### config.mk
export PLATFORM = sky130hd
export DESIGN_NAME = sc_bitstream_decoder
export DESIGN_NICKNAME = d
export VERILOG_FILES = /design/src/rtl/sc_bitstream_decoder.sv
export SDC_FILE = /design/constraint.sdc
export NUM_CORES = 1
export LEC_CHECK = 0
export ABC_AREA = 1
export CORE_AREA = 2 2 102 55
export CTS_CLUSTER_SIZE = 10
export DETAILED_ROUTE_END_ITERATION = 8
export DIE_AREA = 0 0 104 57
export HOLD_SLACK_MARGIN = 0.15
export SYNTH_ARGS = -nofsm -noshare
export SYNTH_HDL_FRONTEND = slang
export SYNTH_SLANG_ARGS = --single-unit
### constraint.sdc
create_clock -name clk -period 4.13 [get_ports clk]
set_clock_uncertainty 0.15 [all_clocks]
set_input_delay 0.826 -clock clk [delete_from_list [all_inputs] [get_ports clk]]
set_output_delay 0.826 -clock clk [all_outputs]
set_load 0.005 [all_outputs]
### src/rtl/sc_bitstream_decoder.sv
// Stochastic-computing bitstream decoder: counts ones over a window of 2^LOG_LEN
// valid bits and reports the fraction as an unsigned Q0.32 value.
module sc_bitstream_decoder #(
  parameter int LOG_LEN = 8
) (
  input  logic        clk,
  input  logic        rst_n,
  input  logic        start,
  input  logic        bit_in,
  input  logic        bit_valid,
  output logic [31:0] res,
  output logic        res_valid,
  output logic        busy
);

  typedef enum logic {
    IDLE  = 1'b0,
    ACCUM = 1'b1
  } state_t;

  localparam logic [LOG_LEN:0] CNT_ONE  = (LOG_LEN+1)'(1);
  localparam logic [LOG_LEN:0] LAST_IDX = (LOG_LEN+1)'((1 << LOG_LEN) - 1);

  state_t           r_state;
  state_t           w_state_nxt;
  logic [LOG_LEN:0] r_cnt;
  logic [LOG_LEN:0] r_ones;
  logic [31:0]      r_res;
  logic             r_res_valid;
  logic [LOG_LEN:0] w_cnt_inc;
  logic [LOG_LEN:0] w_ones_inc;
  logic             w_done;

  // A full window of ones cannot be shifted into Q0.32, so it saturates to all-ones.
  function automatic logic [31:0] scale_q032(input logic [LOG_LEN:0] ones);
    logic [31:0] v;
    v = 32'(ones[LOG_LEN-1:0]);
    if (ones[LOG_LEN])
      return 32'hFFFF_FFFF;
    return v << (32 - LOG_LEN);
  endfunction

  assign w_cnt_inc  = r_cnt + CNT_ONE;
  assign w_ones_inc = r_ones + {{LOG_LEN{1'b0}}, bit_in};
  assign w_done     = (r_state == ACCUM) && bit_valid && (r_cnt == LAST_IDX);

  always_ff @(posedge clk or negedge rst_n) begin
    if (!rst_n)
      r_state <= IDLE;
    else
      r_state <= w_state_nxt;
  end

  always_comb begin
    w_state_nxt = r_state;
    case (r_state)
      IDLE:    if (start) w_state_nxt = ACCUM;
      ACCUM:   if (w_done && !start) w_state_nxt = IDLE;
      default: w_state_nxt = IDLE;
    endcase
  end

  // Counters clear on a window start or completion; otherwise advance only on valid bits.
  always_ff @(posedge clk or negedge rst_n) begin
    if (!rst_n) begin
      r_cnt       <= '0;
      r_ones      <= '0;
      r_res       <= '0;
      r_res_valid <= 1'b0;
    end else begin
      r_res_valid <= w_done;
      if (r_state == IDLE) begin
        if (start) begin
          r_cnt  <= '0;
          r_ones <= '0;
        end
      end else if (bit_valid) begin
        if (w_done) begin
          r_res  <= scale_q032(w_ones_inc);
          r_cnt  <= '0;
          r_ones <= '0;
        end else begin
          r_cnt  <= w_cnt_inc;
          r_ones <= w_ones_inc;
        end
      end
    end
  end

  assign res       = r_res;
  assign res_valid = r_res_valid;
  assign busy      = (r_state == ACCUM);

endmodule

======== Word level (Yosys, flattened, before mapping) ========
Index checks and enable logic that the tools add are counted.
operators by class
  $add $sub $neg .......................... 2
  equal/unequal tests ..................... 2
  mux-type cells .......................... 16
  bitwise logic cells ..................... 1
  reduce and logical (&&, ||, !) cells .... 7
operator list
  operator                                                               count
  32-bit 2-to-1 mux                                                      2
  9-bit 2-to-1 mux                                                       7
  9-bit by 1-bit adder with 9-bit output                                 1
  9-bit by 1-bit adder with 9-bit output, second input constant          1
  9-bit by 8-bit equality test with 1-bit output, second input constant  1
  1-bit 2-to-1 mux                                                       6
  1-bit logical AND                                                      3
  3-bit AND reduction                                                    1
  2-bit != test, second input constant                                   1
  1-bit one-hot mux with 2 select lines                                  1
  2-bit AND reduction                                                    1
  2-bit nonzero test                                                     1
  1-bit zero test                                                        1
  1-bit NOT                                                              1
word-level totals
  register bits ........................... 52
  bits of input ports ..................... 5
  output and inout bits ................... 34
  logic and storage cells ................. 33

======== Longest topological paths before layout ========
Gate-level depths: netlist (run 1).
  word-level depth ........................ 6
  depth in mapped cells ................... 10
  mapped depth without buffers ............ 10

======== Worst setup path before layout (run 1) ========
No wires, ideal clock.
  path kind ............................... in2reg
  start ................................... in bit_in
  end ..................................... reg r_res[26] (netlist: res[26])
  setup time .............................. 116 ps
  arrival ................................. 1721 ps
  required time ........................... 3864 ps
  path slack .............................. 2143 ps
  stages on the path ...................... 9
  path buffers ............................ 0
  path through ............................ ha_1 -> ha_1 -> nand2_1 -> nor2_2 -> nand3_1 -> nand2_4 -> nand2_4 -> nor2_1 -> nor2_1
between the ends
  longest elaborated chain between the ends .. 6
RTL lines
  what                                        line  RTL
  start: declaration                          9     input logic bit_in,
  9-bit by 1-bit adder with 9-bit output (*)  44    assign w_ones_inc = r_ones + {{LOG_LEN{1'b0}}, bit_in};
  1-bit 2-to-1 mux                            38    if (ones[LOG_LEN])
  1-bit 2-to-1 mux                            78    if (w_done) begin
  1-bit 2-to-1 mux                            77    end else if (bit_valid) begin
  1-bit 2-to-1 mux                            72    if (r_state == IDLE) begin
  32-bit 2-to-1 mux (*)                       40    return v << (32 - LOG_LEN);
  end signal: assignment                      79    r_res <= scale_q032(w_ones_inc);
  end: declaration                            28    logic [31:0] r_res;
Every way passes the cells marked *; elsewhere a longest branch is shown, timed or not. The select of a mux whose other input is x is not followed.
A chain may end at the register's enable or synchronous reset.

==> results of run 1 <==
power groups by stage:
stage / sequential [uW] / clock, uW / combinational (uW)
global route: 395 / 281 / 209
global placement: 391 / 0 / 179
finish: 386 / 261 / 180
floorplan: 378 / 0 / 143
CTS: 386 / 268 / 182
detailed placement: 391 / 0 / 180
tightest hold or removal path: cells and delay by family, from the launching register on:
kind,cells,cell delay (ns)
and+or+nand+nor,2,0.11
DFF,1,0.34
stage by stage:
step           utilization (%)  std cells  power (uW)
6_report                  40.5        306         826
5_1_grt                   40.5        306         885
4_1_cts                   40.5        306         836
3_5_place_dp              38.5        298         571
3_3_place_gp              38.5        298         570
2_1_floorplan                -        212         521
worst max-delay path by stage:
stage,to,slack (ns)
after floorplan,res[26]$_DFFE_PN0P_,2.14
after global placement,res[31]$_DFFE_PN0P_,1.48
after detailed placement,res[28]$_DFFE_PN0P_,1.45
after CTS,res[2],1.47
after global routing,res[8],1.41
final,res[2],1.52
cells in the mapped netlist:
cell type   n  area share, %
a21oi_1     2           0.59
xor2_1      5            2.6
o21a_1      1           0.44
nor2_1     17            3.7
buf_4      24             11
nand4_1     2           0.73
nor2_4      2            1.3
nand3b_1    1           0.44
nand2_4     2            1.3
nor2_2      1           0.37
o22ai_1     6            2.2
nor3_1      1           0.29
o21ai_1     1           0.29
o21ai_0     5            1.5
o211a_1     1           0.59
nand2_1    61             13
nand3_4     1            1.0
nand2_2     6            2.2
inv_1      25            5.5
clkinv_2    1           0.29
o21bai_1    1           0.44
ha_1        4            2.9
dfrtp_1    29             43
nand3_1    11            3.2
buf_6       2            1.3
layout by cell type, fill, tap and decap left out:
master and n:
o22ai_1 6, buf_4 1, a21oi_1 2, xor2_1 5, nand3b_1 1, nand3_1 11
o21ai_1 1, nand2_4 2, dfrtp_1 29, clkbuf_8 7, inv_1 25, nor3_1 1
nand4_1 2, o21ai_0 5, nand3_4 1, nand2_2 6, nor2_2 1, o211a_1 1
ha_1 4, clkinv_2 2, clkdlybuf4s50_1 38, nor2_4 2, o21a_1 1, nor2_1 17
o21bai_1 1, nand2_1 61
layer usage:
metal  wire length (um)  global-route usage, %  vias to the layer above
li1                   -                      -                      673
met1               1910                   19.2                      609
met2               1400                   16.2                       30
met3                172                   3.77                        6
met4                 42                   5.98                        0
met5                  0                      0                        -
registers in the layout, summed over array words and instances (netlist names):
signal,flops
busy,1
r_cnt,9
r_ones,9
res,9
res_valid,1
final cells by class:
class | instances | area [um^2] | share of cell area (%)
clock buffer | 7 | 96.3 | 4.63
sequential | 29 | 726 | 34.9
tap | 73 | 91.3 | 4.39
multi-input combinational | 131 | 676 | 32.5
timing repair buffer | 39 | 388 | 18.6
inverter | 26 | 98.8 | 4.75
clock inverter | 1 | 5.00 | 0.241
logic make-up after synthesis:
family | count (synthesis) | share of synthesized area, %
AOI/OAI and AO/OA | 17 | 6.03
xor gates and xnor gates | 5 | 2.57
adders and majority gates | 4 | 2.94
buffers and inverters | 52 | 17.7
DFF | 29 | 42.6
and+or+nand+nor | 105 | 28.1
==> impl_metrics.yaml, run 1 <==
worst_hold_path:
  hp-start: "res[25]$_DFFE_PN0P_"
  hold_depth: 2
  hp-class: "register to register"
  whs_endpoint: "res[25]$_DFFE_PN0P_"
clock_tree:
  postCtsResizedCells: 0
  clk_pin_slew_ns: 0.06
  cts_made_buffers: 5
  cts_setup_buffers: 0
  worstSkewPairLatency_ns: 0.29
  cts_tree: "built"
  htreeDepth: 2
  clock-sinks: 29
  cts.path.max_buffers: 2
  cts_root_buf: "clkbuf_8"
  cts_hold_buf: 0
placement:
  port_buffers: 38
  dp_slack_ns: 1.45
  place_congestion: 0.768
  dp_hpwl_um: 2630
  placed_area_um2: 1980
setup_path:
  crit_start: "res[23]$_DFFE_PN0P_"
  path_depth: 1
  endpoint_kind: "output pin"
  critPathTopFamily: "flip-flops"
  worstSetupPathType: "register to output pin"
  regToRegStartpoint: "busy$_DFF_PN0_"
  r2r_end: "r_cnt[6]$_DFFE_PN0P_"
  path_buf_inv: 1
  rrSetupSlack_ns: 2.26
  cpMaxStageDelayCell: "dfrtp_1"
  cp.arrival_ns: 1.63
  slowest_delay_ns: 0.72
  critPathRequiredTime_ns: 3.15
  crit_chain: "clkdlybuf4s50_1"
  critPathLaunchType: "register"
  rr_worst_depth: 7
  cp_max_fo: 25
die:
  die_w_um: 104
  die_h_um: 57
  start_util_pct: 33.2
  die-area_um2: 5930
  rows: 19
  pin_count: 39
  coreArea_um2: 5130
timing:
  worst_pin_slew_ns: 0.640
  timing.slew.headroom_pct: 57.2
  fmax_mhz: 383
  setup_viol: 0
  slew_viol_final: 0
  rsz0062_at_grt: "no"
  period_needed_ns: 2.61
  holdWs_ns: 0.329
  setup_slack_ns: 1.52
  tns_ns: 0
  fin_crit_sh_pct: 63.2
  finalHoldViolations: 0
pwr:
  p_sw_uw: 272
  power.leakage_uw: 0.00103
  pwr_density_cell_nw_per_um2: 397
  vdd_drop_max_uv: 187
  p_comb_share_pct: 21.7
  switching_share_pct: 32.9
  p_seq_share_pct: 46.7
  pwr-share-clk_pct: 31.6
  p_int_uw: 554
routing:
  vias: 1318
  drtAntennaViolNets: 0
  drt_wl_total_um: 3530
  wl_per_cell_um: 11.5
  drt-vias-per-instance: 4.31
  drt_iter0_drc: 64
  drc_errors: 0
  firstDrtPassIters: 4
global_route:
  first_global_vias: 1181
  grt_max_degree: 30
  grt_overflow: 0
  grt_pass1_wl_um: 5880
  gr-usage-all-layers_pct: 12.7
  antenna_found_initial: 0
logic_synthesis:
  syn_avg_cell_area_um2: 8.03
  synth-seq-area-share_pct: 42.6
  syn_inst: 212
  synth_area_um2: 1700
  ys_seq_elements: 29
  ys_types: 25
  syn-num-nets: 221
  ys_warn_count: 0
status:
  outcome: "completed"
final_layout:
  n_antenna_cell: 0
  nets: 241
  fill_cells: 523
  layout-drive-gt1-share_pct: 9.44
  synthToLayoutAreaGrowth_pct: 22.2
  stdcell_area_um2: 2080
job:
  maxCapViolCount: 0
Note: power is estimated with default switching activity, not from simulation.
==> inputs of run 2 (changes only) <==
==> constraint.sdc (replaced) <==
create_clock -name clk -period 2.15 [get_ports clk]
set_clock_uncertainty 0.15 [all_clocks]
set_input_delay 0.43 -clock clk [delete_from_list [all_inputs] [get_ports clk]]
set_output_delay 0.43 -clock clk [all_outputs]
set_load 0.005 [all_outputs]
==> run 2 against run 1 <==
Against the previous run: clock power is 82% higher; non-clock buffer count is 4 higher; utilization is 0.49 points higher; final cell count is 1.3% higher; wire length is 1.2% lower; count of clock-buffer cells in the layout is 1 lower; sequential power is 93% higher; hold slack better by 0.0080 ns; worst setup slack worse by 1.4 ns; first-iteration DRC count is 47% higher; combinational power is 93% higher.
==> impl_metrics.yaml, run 2 (synthesized netlist as in run 1, its figures left out) <==
clock_tree:
  worstSkewPairLatency_ns: 0.28
  cts_made_buffers: 5
  clk_pin_slew_ns: 0.07
  postCtsResizedCells: 0
  cts.path.max_buffers: 2
  htreeDepth: 2
  clock-sinks: 29
  cts_root_buf: "clkbuf_8"
  cts_setup_buffers: 0
  cts_hold_buf: 0
  cts_tree: "built"
timing:
  setup_viol: 0
  rsz0062_at_grt: "no"
  finalHoldViolations: 0
  worst_pin_slew_ns: 0.376
  period_needed_ns: 1.98
  timing.slew.headroom_pct: 74.9
  fin_crit_sh_pct: 92.3
  tns_ns: 0
  slew_viol_final: 0
  fmax_mhz: 504
  setup_slack_ns: 0.165
die:
  coreArea_um2: 5130
  start_util_pct: 33.2
  rows: 19
  die-area_um2: 5930
  pin_count: 39
  die_w_um: 104
  die_h_um: 57
setup_path:
  crit_chain: "buf_4 > clkdlybuf4s50_1"
  r2r_end: "r_ones[4]$_DFFE_PN0P_"
  slowest_delay_ns: 0.55
  regToRegStartpoint: "r_ones[0]$_DFFE_PN0P_"
  cpMaxStageDelayCell: "clkdlybuf4s50_1"
  critPathRequiredTime_ns: 1.57
  critPathTopFamily: "buffers and inverters"
  cp_max_fo: 24
  rr_worst_depth: 7
  cp.arrival_ns: 1.40
  critPathLaunchType: "register"
  endpoint_kind: "output pin"
  worstSetupPathType: "register to output pin"
  rrSetupSlack_ns: 0.48
  path_buf_inv: 2
routing:
  firstDrtPassIters: 4
  drt_iter0_drc: 94
  drc_errors: 0
  wl_per_cell_um: 11.2
  drt-vias-per-instance: 4.16
  drt_wl_total_um: 3480
  drtAntennaViolNets: 0
  vias: 1290
worst_hold_path:
  hp-class: "register to register"
  hold_depth: 2
  hp-start: "res[25]$_DFFE_PN0P_"
  whs_endpoint: "res[25]$_DFFE_PN0P_"
global_route:
  gr-usage-all-layers_pct: 12.4
  grt_overflow: 0
  first_global_vias: 1178
  grt_pass1_wl_um: 5750
  antenna_found_initial: 0
  grt_max_degree: 30
job:
  maxCapViolCount: 0
placement:
  port_buffers: 38
  place_congestion: 0.834
  dp_slack_ns: -0.0849
  dp_hpwl_um: 2650
  placed_area_um2: 2010
final_layout:
  final_common_cell: "nand2_1"
  synthToLayoutAreaGrowth_pct: 23.7
  n_antenna_cell: 0
  nets: 245
  stdcell_area_um2: 2110
  layout-drive-gt1-share_pct: 11.0
  final_cell_mix: "nand2_1, clkdlybuf4s50_1, dfrtp_1, inv_1, nor2_1"
pwr:
  power.leakage_uw: 0.00104
  vdd_drop_max_uv: 363
  pwr_density_cell_nw_per_um2: 744
status:
  outcome: "completed"
==> run 2: cell count changes in the layout (fill, tap and decap cells not counted), sizes merged <==
cell    before  now
clkinv       2    3
buf          1    5
clkbuf       7    6
==> run 2: worst max-delay path by stage <==
stage,start,endpoint,slack (ns),cells past startpoint
5_1_grt,res[23]$_DFFE_PN0P_,res[14],0.08,2
2_1_floorplan,bit_in,res[26]$_DFFE_PN0P_,0.56,9
3_5_place_dp,bit_in,res[26]$_DFFE_PN0P_,-0.08,10
6_report,res[23]$_DFFE_PN0P_,res[4],0.17,2
3_3_place_gp,bit_in,res[26]$_DFFE_PN0P_,-0.01,10
4_1_cts,res[23]$_DFFE_PN0P_,res[14],0.15,2
==> run 2: worst register-to-register path, delay by kind of cell, from the launching register on <==
kind,cells,cell delay [ns]
simple gates,2,0.17
compound gates,1,0.10
fa+ha+maj,2,0.39
flops,1,0.40
xor+xnor,1,0.22
buf+inv,1,0.14
==> run 2: stage by stage <==
stage	hold WS, ns	total power (uW)	cells	util (%)
after floorplan	-0.0156	1000	212	-
after global placement	0.320	1100	302	39.1
after detailed placement	0.315	1100	302	39.1
after CTS	0.341	1580	310	41.0
after global routing	0.379	1690	310	41.0
final	0.337	1570	310	41.0
==> run 2: per-layer routing <==
| layer | vias to the layer above | track usage, % | part of all wire, % |
|---|---|---|---|
| li1 | 685 | - | - |
| met1 | 573 | 19.5 | 58 |
| met2 | 30 | 16.0 | 37 |
| met3 | 2 | 3.77 | 4.1 |
| met4 | 0 | 3.47 | 0.83 |
| met5 | - | 0 | 0 |
==> run 2: power by group <==
group	switching (uW)	internal [uW]
sequential	102	642
combinational	209	138
clock	215	259
total	527	1040
==> run 2: final cells by class <==
cell class / count / area, um^2
Fill cell: 516 / 3030
Sequential cell: 29 / 726
Multi-Input combinational cell: 131 / 676
Timing Repair Buffer: 43 / 418
Inverter: 26 / 98.8
Tap cell: 73 / 91.3
Clock buffer: 6 / 82.6
Clock inverter: 2 / 13.8
==> inputs of run 3 (changes only) <==
--- a/config.mk
+++ b/config.mk
@@ -10,7 +10,9 @@
 export CTS_CLUSTER_SIZE = 10
 export DETAILED_ROUTE_END_ITERATION = 8
 export DIE_AREA = 0 0 104 57
+export GPL_ROUTABILITY_DRIVEN = 0
 export HOLD_SLACK_MARGIN = 0.15
+export SLEW_MARGIN = 20
 export SYNTH_ARGS = -nofsm -noshare
 export SYNTH_HDL_FRONTEND = slang
 export SYNTH_SLANG_ARGS = --single-unit
==> results of run 3 <==
Final layout, timing and power as in run 2 (identical DEF).
